[config.mk]
export PLATFORM = sky130hd
export DESIGN_NAME = match_ctrl_flat
export DESIGN_NICKNAME = d
export VERILOG_FILES = /design/src/rtl/match_ctrl_pkg.sv /design/src/rtl/match_ctrl_if.sv /design/src/rtl/match_edge.sv /design/src/rtl/match_ctrl.sv /design/src/flat_wrapper.sv
export SDC_FILE = /design/constraint.sdc
export NUM_CORES = 1
export LEC_CHECK = 0
export ABC_AREA = 1
export BUFFER_PORTS_ARGS = -buffer_cell sky130_fd_sc_hd__buf_2
export CAP_MARGIN = 20
export CORE_ASPECT_RATIO = 0.7
export CORE_MARGIN = 2
export CORE_UTILIZATION = 45
export CTS_BUF_LIST = sky130_fd_sc_hd__clkbuf_8
export CTS_CLUSTER_SIZE = 10
export DETAILED_ROUTE_END_ITERATION = 10
export REMOVE_ABC_BUFFERS = 1
export SYNTH_ARGS = -nofsm -noshare
export SYNTH_HDL_FRONTEND = slang
export SYNTH_SLANG_ARGS = --single-unit
[constraint.sdc]
create_clock -name clk -period 2.88 [get_ports clk]
set_clock_uncertainty 0.1 [all_clocks]
set_input_delay 0.144 -clock clk [delete_from_list [all_inputs] [get_ports clk]]
set_output_delay 0.144 -clock clk [all_outputs]
set_load 0.02 [all_outputs]
[src/rtl/match_ctrl_pkg.sv]
// match_ctrl_pkg
//   Shared definitions for the ping-pong match controller: controller FSM
//   states, the game core's FSM codes, serve-player encoding and a few small
//   helpers used by the scoring and LED logic.
package match_ctrl_pkg;

  // Controller FSM states
  typedef enum logic [2:0] {
    S_INIT,
    S_READY,
    S_RALLY,
    S_SHOW,
    S_OVER
  } fsm_t;

  // Game core FSM codes as seen on its state output
  typedef enum logic [1:0] {
    CORE_IDLE  = 2'd0,
    CORE_LEFT  = 2'd1,
    CORE_RIGHT = 2'd2,
    CORE_WAIT  = 2'd3
  } core_state_t;

  // Serve / winner encoding, shared with the core's st input
  localparam logic [1:0] PLAYER1 = 2'd0;
  localparam logic [1:0] PLAYER2 = 2'd1;

  // Scores saturate here, and reaching it ends the match outright
  localparam logic [3:0] SCORE_MAX = 4'd15;

  // One-hot ball LED for positions 1..8; anything else shows nothing
  function automatic logic [7:0] posToLed(input logic [3:0] p);
    logic [7:0] r;
    r = 8'h00;
    if (p >= 4'd1 && p <= 4'd8) begin
      r = 8'h01 << (p - 4'd1);
    end
    return r;
  endfunction

  // P1 owns the upper LED half, P2 the lower half
  function automatic logic [7:0] halfLed(input logic [1:0] who);
    return (who == PLAYER2) ? 8'h0F : 8'hF0;
  endfunction

  // A match ends on reaching the target with a two-point lead, or when
  // either side hits the saturation value
  function automatic logic matchDecided(input logic [3:0] a, input logic [3:0] b,
                                        input int target);
    int ia;
    int ib;
    int diff;
    ia   = int'(a);
    ib   = int'(b);
    diff = (ia > ib) ? (ia - ib) : (ib - ia);
    return ((ia >= target || ib >= target) && diff >= 2) ||
           (a == SCORE_MAX) || (b == SCORE_MAX);
  endfunction

endpackage

[src/rtl/match_ctrl_if.sv]
// match_ctrl_if
//   Link between the match controller and the ping-pong game core.
//   Core -> controller : win1, win2 (point levels), state (core FSM),
//                        err (wrong-player serve), pos (ball position 1..8)
//   Controller -> core : st (serving player), toIDLE (one-cycle WAIT exit),
//                        game_rst (active-high synchronous core reset)
//   master = controller side, slave = game core side.
interface match_ctrl_if;
  logic       win1;
  logic       win2;
  logic [1:0] state;
  logic       err;
  logic [3:0] pos;
  logic [1:0] st;
  logic       toIDLE;
  logic       game_rst;

  modport master (
    input  win1, win2, state, err, pos,
    output st, toIDLE, game_rst
  );

  modport slave (
    output win1, win2, state, err, pos,
    input  st, toIDLE, game_rst
  );
endinterface

[src/rtl/match_edge.sv]
// match_edge
//   Single-bit rising-edge detector: the input is delayed by one register
//   and rise is high for the cycle in which d is high but was low before.
//   Ports: clk, reset (async, active-low), d (level in), rise (edge out).
module match_edge (
  input  logic clk,
  input  logic reset,
  input  logic d,
  output logic rise
);

  logic prev;

  // Remember last cycle's level so a held level produces only one rise
  always_ff @(posedge clk or negedge reset) begin
    if (!reset) begin
      prev <= 1'b0;
    end else begin
      prev <= d;
    end
  end

  assign rise = d & ~prev;

endmodule

[src/rtl/match_ctrl.sv]
// match_ctrl
//   Referee for the ping-pong game core: keeps the match score, rotates the
//   serve, shows the ball and point results on 8 LEDs, flags wrong serves
//   and declares the match winner.
//   Ports:
//     clk        system clock shared with the game core
//     reset      asynchronous, active-low, clears everything
//     bus        match_ctrl_if.master link to the game core
//     new_match  button, rising edge starts a fresh match
//     led        ball position / point result display
//     score1/2   player points (saturating at 15)
//     err_led    wrong-serve indicator, held for HOLD cycles
//     champ      00 none, 01 P1 won the match, 10 P2 won the match
module match_ctrl
  import match_ctrl_pkg::*;
#(
  parameter int HOLD    = 8192,
  parameter int BLINK   = 1024,
  parameter int TARGET  = 11,
  parameter int SERVE_N = 2
) (
  input  logic               clk,
  input  logic               reset,
  match_ctrl_if.master       bus,
  input  logic               new_match,
  output logic [7:0]         led,
  output logic [3:0]         score1,
  output logic [3:0]         score2,
  output logic               err_led,
  output logic [1:0]         champ
);

  localparam int HW = $clog2(HOLD + 1);
  localparam int BW = $clog2(BLINK + 1);

  fsm_t          fsm;
  logic          initCnt;
  logic [HW-1:0] holdCnt;
  logic [HW-1:0] errCnt;
  logic [BW-1:0] blinkCnt;
  logic [1:0]    winner;

  logic          riseWin1;
  logic          riseWin2;
  logic          riseErr;
  logic          riseNew;

  logic          pointP1;
  logic          pointP2;
  logic [3:0]    nextS1;
  logic [3:0]    nextS2;
  logic [4:0]    pointTotal;
  logic          serveFlip;
  logic          decided;
  logic [7:0]    winLed;

  match_edge uEdgeWin1 (.clk(clk), .reset(reset), .d(bus.win1),  .rise(riseWin1));
  match_edge uEdgeWin2 (.clk(clk), .reset(reset), .d(bus.win2),  .rise(riseWin2));
  match_edge uEdgeErr  (.clk(clk), .reset(reset), .d(bus.err),   .rise(riseErr));
  match_edge uEdgeNew  (.clk(clk), .reset(reset), .d(new_match), .rise(riseNew));

  // Point bookkeeping: a simultaneous rise from both players is treated as
  // ambiguous and scores nothing. The serve decision uses the total after
  // the new point has been added.
  always_comb begin
    pointP1 = riseWin1 & ~riseWin2;
    pointP2 = riseWin2 & ~riseWin1;
    nextS1  = score1;
    nextS2  = score2;
    if (pointP1 && score1 != SCORE_MAX) begin
      nextS1 = score1 + 4'd1;
    end
    if (pointP2 && score2 != SCORE_MAX) begin
      nextS2 = score2 + 4'd1;
    end
    pointTotal = {1'b0, nextS1} + {1'b0, nextS2};
    serveFlip  = (int'(pointTotal) % SERVE_N) == 0;
    decided    = matchDecided(score1, score2, TARGET);
  end

  assign winLed = halfLed(winner);

  // Main controller FSM. toIDLE defaults low every cycle so any assertion
  // is a single-cycle pulse. A new_match edge wins over everything and
  // restarts the match with the core held in reset for two cycles.
  always_ff @(posedge clk or negedge reset) begin
    if (!reset) begin
      fsm          <= S_INIT;
      initCnt      <= 1'b0;
      holdCnt      <= '0;
      blinkCnt     <= '0;
      winner       <= PLAYER1;
      score1       <= 4'd0;
      score2       <= 4'd0;
      champ        <= 2'b00;
      led          <= 8'h00;
      bus.st       <= PLAYER1;
      bus.toIDLE   <= 1'b0;
      bus.game_rst <= 1'b1;
    end else begin
      bus.toIDLE <= 1'b0;
      if (riseNew) begin
        fsm          <= S_INIT;
        initCnt      <= 1'b0;
        holdCnt      <= '0;
        blinkCnt     <= '0;
        score1       <= 4'd0;
        score2       <= 4'd0;
        champ        <= 2'b00;
        led          <= 8'h00;
        bus.st       <= PLAYER1;
        bus.game_rst <= 1'b1;
      end else begin
        case (fsm)
          S_INIT: begin
            if (initCnt) begin
              initCnt      <= 1'b0;
              bus.game_rst <= 1'b0;
              fsm          <= S_READY;
            end else begin
              initCnt <= 1'b1;
            end
          end

          S_READY: begin
            led <= 8'h00;
            if (bus.state != CORE_IDLE) begin
              led <= posToLed(bus.pos);
              fsm <= S_RALLY;
            end
          end

          S_RALLY: begin
            if (pointP1 || pointP2) begin
              score1   <= nextS1;
              score2   <= nextS2;
              winner   <= pointP2 ? PLAYER2 : PLAYER1;
              led      <= halfLed(pointP2 ? PLAYER2 : PLAYER1);
              holdCnt  <= '0;
              blinkCnt <= '0;
              fsm      <= S_SHOW;
              if (serveFlip) begin
                bus.st <= (bus.st == PLAYER1) ? PLAYER2 : PLAYER1;
              end
            end else begin
              led <= posToLed(bus.pos);
            end
          end

          S_SHOW: begin
            if (holdCnt == HW'(HOLD - 1)) begin
              holdCnt  <= '0;
              blinkCnt <= '0;
              if (decided) begin
                champ <= (winner == PLAYER2) ? 2'b10 : 2'b01;
                led   <= winLed;
                fsm   <= S_OVER;
              end else begin
                bus.toIDLE <= 1'b1;
                led        <= 8'h00;
                fsm        <= S_READY;
              end
            end else begin
              holdCnt <= holdCnt + 1'b1;
              if (blinkCnt == BW'(BLINK - 1)) begin
                blinkCnt <= '0;
                led      <= (led == 8'h00) ? winLed : 8'h00;
              end else begin
                blinkCnt <= blinkCnt + 1'b1;
              end
            end
          end

          S_OVER: begin
            led <= winLed;
          end

          default: begin
            fsm <= S_INIT;
          end
        endcase
      end
    end
  end

  // Wrong-serve indicator: each new err edge (re)loads a HOLD-cycle timer,
  // independent of the match FSM and never affecting the score.
  always_ff @(posedge clk or negedge reset) begin
    if (!reset) begin
      errCnt  <= '0;
      err_led <= 1'b0;
    end else if (riseErr) begin
      errCnt  <= HW'(HOLD);
      err_led <= 1'b1;
    end else if (errCnt != '0) begin
      errCnt  <= errCnt - 1'b1;
      err_led <= (errCnt > HW'(1));
    end
  end

endmodule
[src/flat_wrapper.sv]
// flat-port wrapper written by rule: the top's interface ports become plain ports
module match_ctrl_flat import match_ctrl_pkg::*;
#(
  parameter int HOLD    = 8192,
  parameter int BLINK   = 1024,
  parameter int TARGET  = 11,
  parameter int SERVE_N = 2
)
  (clk, reset, new_match, led, score1, score2, err_led, champ, bus_win1, bus_win2, bus_state, bus_err, bus_pos, bus_st, bus_toIDLE, bus_game_rst);
  match_ctrl_if bus_i ();
  input  logic clk;
  input  logic reset;
  input  logic new_match;
  output logic [7:0] led;
  output logic [3:0] score1;
  output logic [3:0] score2;
  output logic err_led;
  output logic [1:0] champ;
  input wire logic [$bits(bus_i.win1)-1:0] bus_win1;
  input wire logic [$bits(bus_i.win2)-1:0] bus_win2;
  input wire logic [$bits(bus_i.state)-1:0] bus_state;
  input wire logic [$bits(bus_i.err)-1:0] bus_err;
  input wire logic [$bits(bus_i.pos)-1:0] bus_pos;
  output wire logic [$bits(bus_i.st)-1:0] bus_st;
  output wire logic [$bits(bus_i.toIDLE)-1:0] bus_toIDLE;
  output wire logic [$bits(bus_i.game_rst)-1:0] bus_game_rst;
  assign bus_i.win1 = bus_win1;
  assign bus_i.win2 = bus_win2;
  assign bus_i.state = bus_state;
  assign bus_i.err = bus_err;
  assign bus_i.pos = bus_pos;
  assign bus_st = bus_i.st;
  assign bus_toIDLE = bus_i.toIDLE;
  assign bus_game_rst = bus_i.game_rst;
  match_ctrl #(.HOLD(HOLD), .BLINK(BLINK), .TARGET(TARGET), .SERVE_N(SERVE_N)) u_core (.clk(clk), .reset(reset), .bus(bus_i), .new_match(new_match), .led(led), .score1(score1), .score2(score2), .err_led(err_led), .champ(champ));
endmodule
==> out/metrics.cfg <==
[floorplanning]
die_area_um2 = 10300
rows = 29
initial_core_util = 0.466
die_h_um = 85.4
die_x_um = 120
pin_count = 35
coreArea_um2 = 9140

[clock_tree]
clkTransAtPathRegs_ps = 80
cts_tree = built
cts_setup_buffers = 0
cts_resized = 0
cts_buffers = 9
cts.sink_count = 70
clock_latency_ps = 360
clockRootBuffer = clkbuf_8
clockBufferDepth = 2
htreeDepth = 3
cts_hold_buf = 5

[layout]
syn_to_final_growth_pct = 13.6
nets = 636
fill_cells = 917
drive_gt1_frac = 0.144
utilization = 0.530
final_cell_mix = nand2_1 (123), inv_1 (72), dfrtp_1 (69)
diodes = 0
final_common_cell = nand2_1

[logic_synthesis]
yosys-mux-area-fraction = 0.00235
ys_warn_count = 0
yosys.area_share.simple = 0.299
synth_cell_types = 46
yosys_most_used_dff = dfrtp_1
netlist_area_um2 = 4260
yosysSeqAreaShare = 0.411
synth-compound-area-share = 0.118
synth-adder-area-share = 0.0564
async_reset_ff_frac = 1.00
synth_area_per_cell_um2 = 7.59
synth_edf_count = 0
ys_seq_elements = 70
synthCells = 562
synth-xor-area-share = 0.0288
synth_top_family_by_area = simple AND/OR/NAND/NOR gates

[detailed_routing]
detail-route-antenna-nets = 0
via_per_inst = 5.13
wl_um = 9850
dr.pass1.iters = 6
drt_iter0_markers = 273
wire_per_inst_um = 13.4
drcViolationCount = 0
via_count = 3772

[worst_hold_path]
holdPathStages = 6
hold_class = input pin to flop
hp-start = bus_pos[1]

[critical_path]
crit_required_ps = 3020
worst_path_dominant_cell_family = buffers and inverters
cp-startpoint = bus_win2
cp-end-kind = flop
r2r_start = u_core.score2[0]
crit_cells = 15
reg2reg_depth = 18
slowest_stage = dlygate4sd3_1
crit_path_start_kind = input pin
worstSetupPathType = input pin to flop
timing.critical_path.slowest_cell_delay_ps = 520
crit_buf_inv = 6
critPathMaxFanout = 12
cpMostUsedCell = inv_1
worstPathArrival_ps = 2680
crit_chain = dlygate4sd3_1, buf_2, inv_1, nor2_1, inv_1, ha_1, inv_1, nor2_2, o21ai_4, inv_2, nor2_2, nand2_1, nor3_2, a21oi_1, o21a_1

[sta]
slew_headroom = 0.354
hold_viol = 0
max_slew.worst_pin.slew_ps = 965
min_period_over_period = 0.882
fmax_mhz = 394
setup_viol = 0
fin_tns_setup_ps = 0
slew_violations = 0
post-route-min-period_ps = 2540
rsz0062_at_grt = no

[pwr]
pwr-share-seq = 0.379
swShare = 0.405
switchingPower_mw = 1.48
intPower_mw = 2.18
worst_ir_drop_vdd_mv = 0.533
clockPowerShare = 0.238
p_total_mw = 3.66
p_leak_nw = 2.41
powerDensity_nw_per_um2 = 756
pwr-share-comb = 0.382

[job]
cap_violations = 0

[global_routing]
grt_pass1_wl_um = 16700
overflow = 0
antenna_found_initial = 0
grt_pass1_vias = 3440
grt_max_degree = 48
grt.total_usage = 0.205

[place]
place_congestion = 0.855
portBuffers = 33
dp_hpwl_um = 7270

[outcome]
status = finished, final reports clean

tightest hold or removal path, stage by stage:
cell and delay [ps]:
buf_2 100, nor2_1 60, nand3_1 80, a21oi_1 70
nand2_1 60, nand2_1 50
synth_stat cells (6+ instances only):
| cell type | instances | area share |
|---|---|---|
| a21oi_1 | 44 | 0.052 |
| nor2_1 | 54 | 0.048 |
| o21ai_0 | 24 | 0.028 |
| inv_2 | 9 | 0.0079 |
| ha_1 | 16 | 0.047 |
| xor2_1 | 12 | 0.025 |
| nand3_1 | 44 | 0.052 |
| o21ai_1 | 6 | 0.0070 |
| nor2_2 | 9 | 0.013 |
| nand2_1 | 123 | 0.11 |
| nor4_1 | 6 | 0.0088 |
| inv_1 | 70 | 0.062 |
| dfrtp_1 | 69 | 0.41 |
| nor3_1 | 17 | 0.020 |
per-stage QoR:
stage | setup slack, ps | area (um2) | cells | hold WS (ps)
2_1_floorplan | 597 | 4220 | 553 | -252
3_3_place_gp | 456 | 4580 | 714 | 91.6
3_5_place_dp | 389 | 4580 | 714 | 100
4_1_cts | 366 | 4840 | 735 | 127
5_1_grt | 118 | 4840 | 735 | 166
6_report | 340 | 4840 | 735 | 141
cell type report:
| cell class | instances | area [um2] | area share |
|---|---|---|---|
| timing repair buffer | 42 | 258 | 0.0532 |
| clock buffer | 10 | 138 | 0.0284 |
| sequential | 70 | 1750 | 0.362 |
| inverter | 82 | 308 | 0.0635 |
| clock inverter | 6 | 77.6 | 0.0160 |
| tap | 124 | 155 | 0.0320 |
| multi-input combinational | 401 | 2150 | 0.445 |
registers in the layout (all words and copies together), names as in the netlist, 2 cells and up:
signal and cells:
u_core.champ 2, u_core.led 8, u_core.score1 4, u_core.blinkCnt 11, u_core.score2 4, u_core.errCnt 14, u_core.fsm 3, u_core.holdCnt 14
power by group through the flow:
stage	registers, mW	clock network, mW	logic, mW
5_1_grt	1.42	0.941	1.59
3_5_place_dp	1.40	0	1.39
2_1_floorplan	1.45	0	0.945
6_report	1.39	0.873	1.40
3_3_place_gp	1.39	0	1.37
4_1_cts	1.39	0.899	1.40
kinds of logic (layout without fill, tap and decap cells):
family	Yosys count	after routing
buf+inv	91	140
simple gates	277	277
mux	1	1
compound gates	90	90
flops	70	70
xor+xnor	14	14
other cells	1	1
fa+ha+maj	18	18
path summary, 6_finish.rpt:
check | slack [ps] | to
worst max-delay path | 340 | u_core.holdCnt[13]
worst min-delay path | 140 | u_core.led[3]
worst max register to register | 370 | u_core.led[3]
worst min register to register | 390 | u_core.errCnt[13]
max in group asynchronous | 1720 | u_core.bus.game_rst
min in group asynchronous | 250 | u_core.score1[2]
per-layer routing:
layer,GRT usage,part of all wire,vias up
met2,0.295,0.42,84
met1,0.306,0.53,1764
met5,0,0,-
li1,-,-,1918
met3,0.0538,0.048,6
met4,0.0507,0.0069,0
Note: power is estimated with default switching activity, not from simulation.
